**src/rtl/spi_target_regs.sv**
```systemverilog
// spi_target_regs: SPI mode-0 target giving an external host read/write access to a
// small register file. SCLK, CS_N and MOSI are oversampled by clk; everything runs on clk.
//
// Transaction: one command byte {rw, ..., addr[ADDR_W-1:0]} (rw=1 is a read), then
// data byte(s), all MSB first. Address NUM_REGS-1 is the read-only status register.
//
// Ports:
//   clk, rst          system clock, synchronous active-high reset
//   ena               tile enable; while low, CS_N is treated as high
//   spi_sclk/cs_n/mosi asynchronous SPI inputs
//   spi_miso, spi_miso_oe  MISO data and pad output enable
//   status_in         value returned on reads of the status address
//   regs_out          flattened register file, register 0 in [7:0], status slot reads 0
//   wr_strobe         one-cycle pulse per register write
//   wr_addr           address of the most recent write (held)
//
// Optional feature: define SPI_TARGET_AUTO_INC_EN to enable address auto-increment bursts
// (the address advances after each data byte and the transaction stays in the data phase).

module spi_target_regs #(
    parameter int NUM_REGS = 8,
    parameter int ADDR_W   = 3
) (
    input  logic                  clk,
    input  logic                  rst,
    input  logic                  ena,
    input  logic                  spi_sclk,
    input  logic                  spi_cs_n,
    input  logic                  spi_mosi,
    output logic                  spi_miso,
    output logic                  spi_miso_oe,
    input  logic [7:0]            status_in,
    output logic [8*NUM_REGS-1:0] regs_out,
    output logic                  wr_strobe,
    output logic [ADDR_W-1:0]     wr_addr
);

    localparam int unsigned STATUS_IDX = NUM_REGS - 1;

    typedef enum logic [1:0] {StIdle, StCmd, StData, StDone} state_e;

    state_e              state_q;
    logic [2:0]          sclk_q;    // [1] synchronized, [2] previous for edge detection
    logic [1:0]          cs_n_q;
    logic [1:0]          mosi_q;
    logic [2:0]          bitcnt_q;
    logic [6:0]          cmd_sr_q;  // the 8th bit is consumed directly from mosi_q[1]
    logic [7:0]          rx_sr_q;
    logic [7:0]          tx_sr_q;   // kept at zero whenever no read data is being shifted
    logic                rw_q;
    logic [ADDR_W-1:0]   addr_q;
    logic                wr_pend_q;
    logic [ADDR_W-1:0]   wr_pend_addr_q;
    logic [7:0]          regs_q [NUM_REGS-1];

    logic                cs_act;
    logic                sclk_rise;
    logic                sclk_fall;
    logic [ADDR_W-1:0]   cmd_addr;
    logic [ADDR_W-1:0]   addr_inc;
    logic [7:0]          rx_next;

    assign cs_act    = ~cs_n_q[1] & ena;
    assign sclk_rise = sclk_q[1] & ~sclk_q[2];
    assign sclk_fall = ~sclk_q[1] & sclk_q[2];
    assign cmd_addr  = ADDR_W'({cmd_sr_q, mosi_q[1]});
    assign addr_inc  = addr_q + 1'b1;
    assign rx_next   = {rx_sr_q[6:0], mosi_q[1]};

    assign spi_miso    = tx_sr_q[7];
    assign spi_miso_oe = (state_q != StIdle);

    for (genvar i = 0; i < NUM_REGS; i++) begin : g_out
        if (i < NUM_REGS - 1) begin : g_rw
            assign regs_out[8*i +: 8] = regs_q[i];
        end else begin : g_st
            assign regs_out[8*i +: 8] = 8'h00;
        end
    end

    function automatic logic [7:0] read_mux(input logic [ADDR_W-1:0] a);
        if (32'(a) < STATUS_IDX) begin
            return regs_q[a];
        end else if (32'(a) == STATUS_IDX) begin
            return status_in;
        end else begin
            return 8'h00;
        end
    endfunction

    always_ff @(posedge clk) begin
        if (rst) begin
            state_q        <= StIdle;
            sclk_q         <= 3'b000;
            cs_n_q         <= 2'b11;
            mosi_q         <= 2'b00;
            bitcnt_q       <= 3'd0;
            cmd_sr_q       <= 7'd0;
            rx_sr_q        <= 8'd0;
            tx_sr_q        <= 8'd0;
            rw_q           <= 1'b0;
            addr_q         <= '0;
            wr_pend_q      <= 1'b0;
            wr_pend_addr_q <= '0;
            wr_strobe      <= 1'b0;
            wr_addr        <= '0;
            for (int i = 0; i < NUM_REGS - 1; i++) begin
                regs_q[i] <= 8'h00;
            end
        end else begin
            sclk_q <= {sclk_q[1:0], spi_sclk};
            cs_n_q <= {cs_n_q[0], spi_cs_n};
            mosi_q <= {mosi_q[0], spi_mosi};

            // A completed byte is committed one clk after its last bit, even if CS
            // rises in between.
            wr_pend_q <= 1'b0;
            wr_strobe <= 1'b0;
            if (wr_pend_q) begin
                regs_q[wr_pend_addr_q] <= rx_sr_q;
                wr_strobe              <= 1'b1;
                wr_addr                <= wr_pend_addr_q;
            end

            if (!cs_act) begin
                state_q <= StIdle;
                tx_sr_q <= 8'h00;
            end else begin
                unique case (state_q)
                    StIdle: begin
                        state_q  <= StCmd;
                        bitcnt_q <= 3'd0;
                        tx_sr_q  <= 8'h00;
                    end
                    StCmd: begin
                        if (sclk_rise) begin
                            cmd_sr_q <= {cmd_sr_q[5:0], mosi_q[1]};
                            bitcnt_q <= bitcnt_q + 3'd1;
                            if (bitcnt_q == 3'd7) begin
                                rw_q     <= cmd_sr_q[6];
                                addr_q   <= cmd_addr;
                                bitcnt_q <= 3'd0;
                                state_q  <= StData;
                                tx_sr_q  <= cmd_sr_q[6] ? read_mux(cmd_addr) : 8'h00;
                            end
                        end
                    end
                    StData: begin
                        if (sclk_rise) begin
                            rx_sr_q  <= rx_next;
                            bitcnt_q <= bitcnt_q + 3'd1;
                            if (bitcnt_q == 3'd7) begin
                                bitcnt_q <= 3'd0;
                                if (!rw_q && (32'(addr_q) < STATUS_IDX)) begin
                                    wr_pend_q      <= 1'b1;
                                    wr_pend_addr_q <= addr_q;
                                end
`ifdef SPI_TARGET_AUTO_INC_EN
                                addr_q  <= addr_inc;
                                tx_sr_q <= rw_q ? read_mux(addr_inc) : 8'h00;
`else
                                state_q <= StDone;
                                tx_sr_q <= 8'h00;
`endif
                            end
                        end else if (sclk_fall && (bitcnt_q != 3'd0)) begin
                            tx_sr_q <= {tx_sr_q[6:0], 1'b0};
                        end
                    end
                    StDone: begin
                        tx_sr_q <= 8'h00;
                    end
                    default: begin
                        state_q <= StIdle;
                    end
                endcase
            end
        end
    end

endmodule

```
**config.mk**
```make
export PLATFORM = sky130hd
export DESIGN_NAME = spi_target_regs
export DESIGN_NICKNAME = d
export VERILOG_FILES = /design/src/rtl/spi_target_regs.sv
export SDC_FILE = /design/constraint.sdc
export NUM_CORES = 1
export LEC_CHECK = 0
export ABC_AREA = 1
export BUFFER_PORTS_ARGS = -buffer_cell sky130_fd_sc_hd__buf_2
export CORE_MARGIN = 5
export CORE_UTILIZATION = 56
export DETAILED_ROUTE_END_ITERATION = 16
export PLACE_DENSITY_LB_ADDON = 0.1
export SETUP_SLACK_MARGIN = 0.4
export SLEW_MARGIN = 20
export SYNTH_ARGS = -nofsm -noshare
export SYNTH_HDL_FRONTEND = slang
export SYNTH_SLANG_ARGS = --single-unit
```
**constraint.sdc**
```tcl
create_clock -name clk -period 2.59 [get_ports clk]
set_input_delay 0.6475 -clock clk [delete_from_list [all_inputs] [get_ports clk]]
set_output_delay 0.6475 -clock clk [all_outputs]
set_load 0.1 [all_outputs]
```
==> flow_metrics.tcl, run 1 <==
set metrics [dict create \
    outcome "completed" \
    syn_avg_cell_area_sq_um 8.46 \
    crit_fanout 4 \
    synth_xor_area_share_pct 0 \
    synth.yosys.seq_area_share_pct 53.2 \
    async_reset_ff_share_pct 0 \
    drc 0 \
    coreArea_sq_mm 0.00826 \
    die-area_sq_mm 0.0105 \
    port-buffer-count 75 \
    cts_root_buf "clkbuf_8" \
    globalplace.congestion 0.905 \
    finalCritPeriodShare_pct 80.1 \
    max_freq_mhz 482 \
    reg2reg_slack_ns 0.67 \
    synth_top_family_by_area "simple AND/OR/NAND/NOR gates" \
    yosysTopAreaCell "edfxtp_1" \
    cts_tree "done" \
    synth_edf_count 48 \
    rows 33 \
    yosysMostFrequentCell "nand2_1" \
    insertedDiodeCount 0 \
    cp-startpoint "state_q[0]" \
    p_seq_share_pct 55.7 \
    finalClockSkew_ns 0.0153 \
    grt_pass1_vias 3574 \
    yosysWarningCount 0 \
    die_y_microns 102 \
    clock_sinks 103 \
    cts_buffers 9 \
    routed_wl_microns 11700 \
    syn_inst 565 \
    finalSetupTns_ns 0 \
    p_int_mw 2.17 \
    hold_buffers 0 \
    slew-limit-headroom_pct 36.1 \
    period_needed_ns 2.07 \
    reg2reg_depth 3 \
    dp_hpwl_microns 8800 \
    synth_area_leaders "edfxtp_1 (30%), dfxtp_1 (23%), nand2_1 (11%)" \
    start_util_pct 57.9 \
    cp.arrival_ns 1.43 \
    sw_frac_of_total_pct 31.7 \
    synth_mux_area_share_pct 0 \
    synth.distinct_cells 32 \
    placed_area_sq_mm 0.00520 \
    critPathLaunchType "flop" \
    crit_path_end_kind "primary output" \
    vias 3890 \
    worstSetupPathType "reg2out" \
    syn_area_sq_mm 0.00478 \
    hp-class "reg2reg" \
    synth_seq_cells 103 \
    p_switching_mw 1.00 \
    min_path_cells 2 \
    drive_gt1_share_pct 22.0 \
    synthFlopType "dfxtp_1" \
    area_growth_pct 12.5 \
    final_max_slew_viol_count 0 \
    fp.dieW_microns 102 \
    combPwrFrac_pct 14.7 \
    synthTopCellsByCount "nand2_1 (138), nor2_1 (92), dfxtp_1 (55), nand3_1 (52), edfxtp_1 (48)" \
    clkSlewWorstSetupHoldPaths_ns 0.10 \
    antenna_found_initial 0 \
    peakVddDrop_mv 0.383 \
    synth_compound_area_share_pct 6.91 \
    dr.pass1.iters 5 \
    final-setup-viol-count 0 \
    rsz0062_at_grt "no" \
    synth_simple_gate_area_share_pct 29.7 \
    io-pin-count 84 \
    r2r-end "regs_q[5][4]" \
    clock_latency_ns 0.37 \
    htreeDepth 3 \
    final_antenna_net_count 0 \
    max_cap_violations 0 \
    post_drt_wl_per_cell_microns 15.6 \
    synth_top_cell_area_share_pct 30.2 \
    finalInstanceArea_sq_mm 0.00538 \
    worstMarginPinSlew_ns 0.958 \
    grt_usage_pct 23.3 \
    p_leak_nw 2.19 \
    clock_path_buffers 2 \
    grt_max_degree 32 \
    gr-total-overflow 0 \
    grt_pass1_wl_microns 18400 \
    drt_iter0_markers 272 \
    powerDensity_mw_per_mm2 589 \
    required_ns 1.94 \
    r2r_start "wr_pend_addr_q[0]" \
    final_nets 661 \
    synth_fa_ha_area_share_pct 2.09 \
    via_per_inst 5.19 \
    critical_path.endpoint "spi_miso_oe" \
    clockPowerShare_pct 29.5 \
    hold_violations 0 \
]
flip-flops by register name, summed over array words and instances, names as in the netlist, 2 cells and up:
name,count
addr_q,3
cs_n_q,2
regs_q,56
cmd_sr_q,7
rx_sr_q,8
bitcnt_q,3
wr_pend_addr_q,3
wr_addr,3
state_q,2
mosi_q,2
tx_sr_q,8
sclk_q,3
critical path: stages, from the launching register on:
cell and delay, ns:
dfxtp_1 0.39, inv_1 0.09, ha_1 0.21, inv_1 0.05
clkbuf_4 0.32
stage by stage:
stage                     setup slack, ns  util [%]  power [mW]  hold WS, ns  cells
after floorplan                     0.657         -        2.20        0.388    572
after global placement              0.607      62.9        2.27        0.391    733
after detailed placement            0.569      62.9        2.27        0.395    733
after CTS                           0.401      65.1        3.18        0.408    749
after global routing                0.430      65.1        3.28        0.428    749
final                               0.517      65.1        3.17        0.405    749
worst min path at each step:
stage                         start   endpoint  slack (ns)
after detailed placement  mosi_q[0]  mosi_q[1]        0.40
after floorplan           mosi_q[0]  mosi_q[1]        0.39
after global routing      mosi_q[0]  mosi_q[1]        0.43
final                     mosi_q[0]  mosi_q[1]        0.41
after CTS                 mosi_q[0]  mosi_q[1]        0.41
after global placement    mosi_q[0]  mosi_q[1]        0.39
logic make-up (layout without fill, tap and decap cells):
group | count (synthesis) | after routing
compound gates | 60 | 60
simple gates | 309 | 309
fa+ha+maj | 8 | 8
flops | 103 | 103
buf+inv | 84 | 156
other cells | 1 | 8
timing repair:
item,4_1_cts,5_1_grt
hold endpoints to repair,0,0
resized for setup,0,1
buffers inserted,0,0
endpoints found under the setup margin,0,1
power groups by stage:
stage	sequential [mW]	combinational [mW]	clock, mW
CTS	1.77	0.467	0.948
detailed placement	1.80	0.467	0
finish	1.77	0.467	0.937
global placement	1.80	0.463	0
floorplan	2.05	0.152	0
global route	1.77	0.487	1.03
layout by cell type (no fill, tap or decap), types with 2 or more instances in the layout:
master,netlist,routed
nand2_1,138,138
nor2_1,92,92
buf_2,8,74
dfxtp_1,55,55
nand3_1,52,52
edfxtp_1,48,48
inv_1,43,43
a21oi_1,27,27
o21ai_0,22,22
inv_2,14,14
nor2_4,10,10
clkbuf_8,0,9
ha_1,8,8
conb_1,1,8
buf_4,8,7
o21ai_1,5,5
nand2_2,4,4
a21oi_2,4,4
nor2_8,3,3
inv_6,0,3
nor2_2,2,2
or2_2,2,2
clkinv_4,0,2
final cells by class:
type	count	area [sq um]
Clock inverter	6	51.3
Tap cell	105	131
Clock buffer	10	128
Timing Repair Buffer	82	430
Multi-Input combinational cell	385	1880
Sequential cell	103	2540
Inverter	58	218
Fill cell	707	2880
routing by layer:
metal / vias up / track usage [%] / routed length, microns
met3: 16 / 5.80 / 938
met5: - / 0 / 0
li1: 1937 / - / -
met2: 157 / 37.5 / 5570
met4: 0 / 6.56 / 212
met1: 1780 / 31.5 / 5000
Power figures use the tool's default switching activity.
==> inputs of run 2 (changes only) <==
--- a/config.mk
+++ b/config.mk
@@ -8,7 +8,7 @@
 export ABC_AREA = 1
 export BUFFER_PORTS_ARGS = -buffer_cell sky130_fd_sc_hd__buf_2
 export CORE_MARGIN = 5
-export CORE_UTILIZATION = 56
+export CORE_UTILIZATION = 50
 export DETAILED_ROUTE_END_ITERATION = 16
 export PLACE_DENSITY_LB_ADDON = 0.1
 export SETUP_SLACK_MARGIN = 0.4
==> constraint.sdc (replaced) <==
create_clock -name clk -period 1.75 [get_ports clk]
set_input_delay 0.4375 -clock clk [delete_from_list [all_inputs] [get_ports clk]]
set_output_delay 0.4375 -clock clk [all_outputs]
set_load 0.1 [all_outputs]
==> run 2 against run 1 <==
Compared with the run above: global-route usage increased by 0.33 points; critical endpoint unchanged; final cell count increased by 11%; sequential share of layout area decreased by 9.3 points; routed wire length increased by 16%; clock power increased by 58%; via count increased by 8.9%; critical path type unchanged; register-to-register slack got worse by 0.47 ns; utilization increased by 8.6 points; setup slack got worse by 0.42 ns.
==> flow_metrics.tcl, run 2 (synthesis results as in run 1) <==
set metrics [dict create \
    drc 0 \
    p_switching_mw 1.60 \
    hold_violations 0 \
    n_fill_cell 679 \
    p_seq_share_pct 53.0 \
    combPwrFrac_pct 17.0 \
    peakVddDrop_mv 0.744 \
    cp_slowest_cell "dfxtp_4" \
    instances_no_fill 835 \
    area_growth_pct 43.2 \
    grt_usage_pct 23.6 \
    layout_commonest_cell "nand2_1" \
    most-common-layout-cells "nand2_1 (128), nor2_1 (78), buf_4 (55)" \
    hp-class "in2reg" \
    max_freq_mhz 606 \
    cp_cell_sequence "inv_4, ha_4, clkinvlp_4, buf_12" \
    final-setup-viol-count 0 \
    gr-total-overflow 0 \
    final_nets 723 \
    crit_fanout 4 \
    rows 35 \
    grt_pass1_vias 4048 \
    reg.largest.list "regs_q: 56 flops, rx_sr_q: 8 flops, tx_sr_q: 8 flops" \
    regMostFlops "regs_q" \
    insertedDiodeCount 0 \
    die_y_microns 108 \
    required_ns 1.31 \
    min_path_cells 2 \
    utilization_pct 73.7 \
    crit_path_end_kind "primary output" \
    vias 4236 \
    period_needed_ns 1.65 \
    grt_max_degree 31 \
    antenna_found_initial 0 \
    clockPowerShare_pct 30.0 \
    cts_buffers 9 \
    critical_path.max_stage_delay_ns 0.37 \
    port-buffer-count 75 \
    finalCritPeriodShare_pct 94.3 \
    grt_pass1_wl_microns 21100 \
    finalClockSkew_ns 0.0138 \
    clock_latency_ns 0.38 \
    drive_gt1_share_pct 39.0 \
    cts_tree "done" \
    via_per_inst 5.07 \
    globalplace.congestion 0.816 \
    final_max_slew_viol_count 0 \
    worst-path-stages 4 \
    clock_path_buffers 2 \
    clock_sinks 103 \
    sw_frac_of_total_pct 32.4 \
    clkSlewWorstSetupHoldPaths_ns 0.11 \
    final_antenna_net_count 0 \
    htreeDepth 3 \
    dr.pass1.iters 5 \
    ff_latch_area_sq_mm 0.00260 \
    io-pin-count 84 \
    multi_input_area_sq_mm 0.00215 \
    dp_hpwl_microns 9130 \
    drt_iter0_markers 251 \
    finalPower_mw 4.93 \
    rsz0062_at_grt "yes" \
    cp.arrival_ns 1.21 \
    max_cap_violations 0 \
    reg2reg_depth 10 \
    cts_root_buf "clkbuf_8" \
    worstSetupPathType "reg2out" \
    finalSetupTns_ns 0 \
    p_int_mw 3.33 \
    path_delay_family "flip-flops" \
    start_util_pct 51.5 \
    cp_num_buf_inv 3 \
    coreArea_sq_mm 0.00928 \
    p_leak_nw 2.73 \
    powerDensity_mw_per_mm2 720 \
    post_drt_wl_per_cell_microns 16.3 \
    largest_reg_flops 56 \
    outcome "completed" \
    die-area_sq_mm 0.0116 \
    routed_wl_microns 13600 \
    critPathLaunchType "flop" \
    fp.dieW_microns 108 \
    placed_cells 765 \
]
==> run 2: cell count changes in the layout (fill, tap and decap cells not counted), sizes merged <==
cell / change
inv: +1
clkinv: -1
clkbuf: -2
clkinvlp: +1
buf: +62
nand2: +1
==> run 2: routing by layer <==
metal	vias up	part of all wire (%)	track usage (%)
met5	-	0	0
met4	0	1.9	7.94
met3	21	5.2	3.72
met2	128	51	40.2
met1	2016	42	30.6
li1	2071	-	-
==> run 2: final timing paths <==
kind,from,slack [ns],to
max,state_q[1],0.10,spi_miso_oe
min,spi_cs_n,0.24,cs_n_q[0]
max reg2reg,state_q[0],0.20,tx_sr_q[7]
min reg2reg,sclk_q[0],0.42,sclk_q[1]
==> run 2: cell type report <==
type	instances	share of cell area [%]
flip-flops and latches	103	37.9
multi-input cells	386	31.5
repair buffers	143	22.0
inverters	58	3.49
well taps	129	2.36
clock buffers	9	1.81
clock inverters	7	0.987
==> run 2: power groups by stage <==
stage	sequential [mW]	combinational [mW]	clock, mW
4_1_cts	2.61	0.792	1.49
6_report	2.61	0.839	1.48
2_1_floorplan	3.03	0.237	0
3_3_place_gp	2.67	0.706	0
5_1_grt	2.62	0.874	1.57
3_5_place_dp	2.67	0.709	0
==> run 2: per-stage QoR <==
stage | hold slack [ns] | setup slack [ns] | instance area (sq um)
2_1_floorplan | 0.388 | 0.268 | 4930
6_report | 0.235 | 0.100 | 6850
5_1_grt | 0.238 | 0.0682 | 6850
3_5_place_dp | 0.405 | 0.150 | 5430
3_3_place_gp | 0.391 | 0.176 | 5430
4_1_cts | 0.223 | 0.0962 | 6410
==> run 2: repair_timing <==
action                                  CTS  global route
pin swaps                                 6            11
buffers inserted                         26            27
hold buffers                              0             0
endpoints found under the hold margin     0             0
resized for setup                       177            64
gates cloned                              0             1
endpoints found under the setup margin  175           176
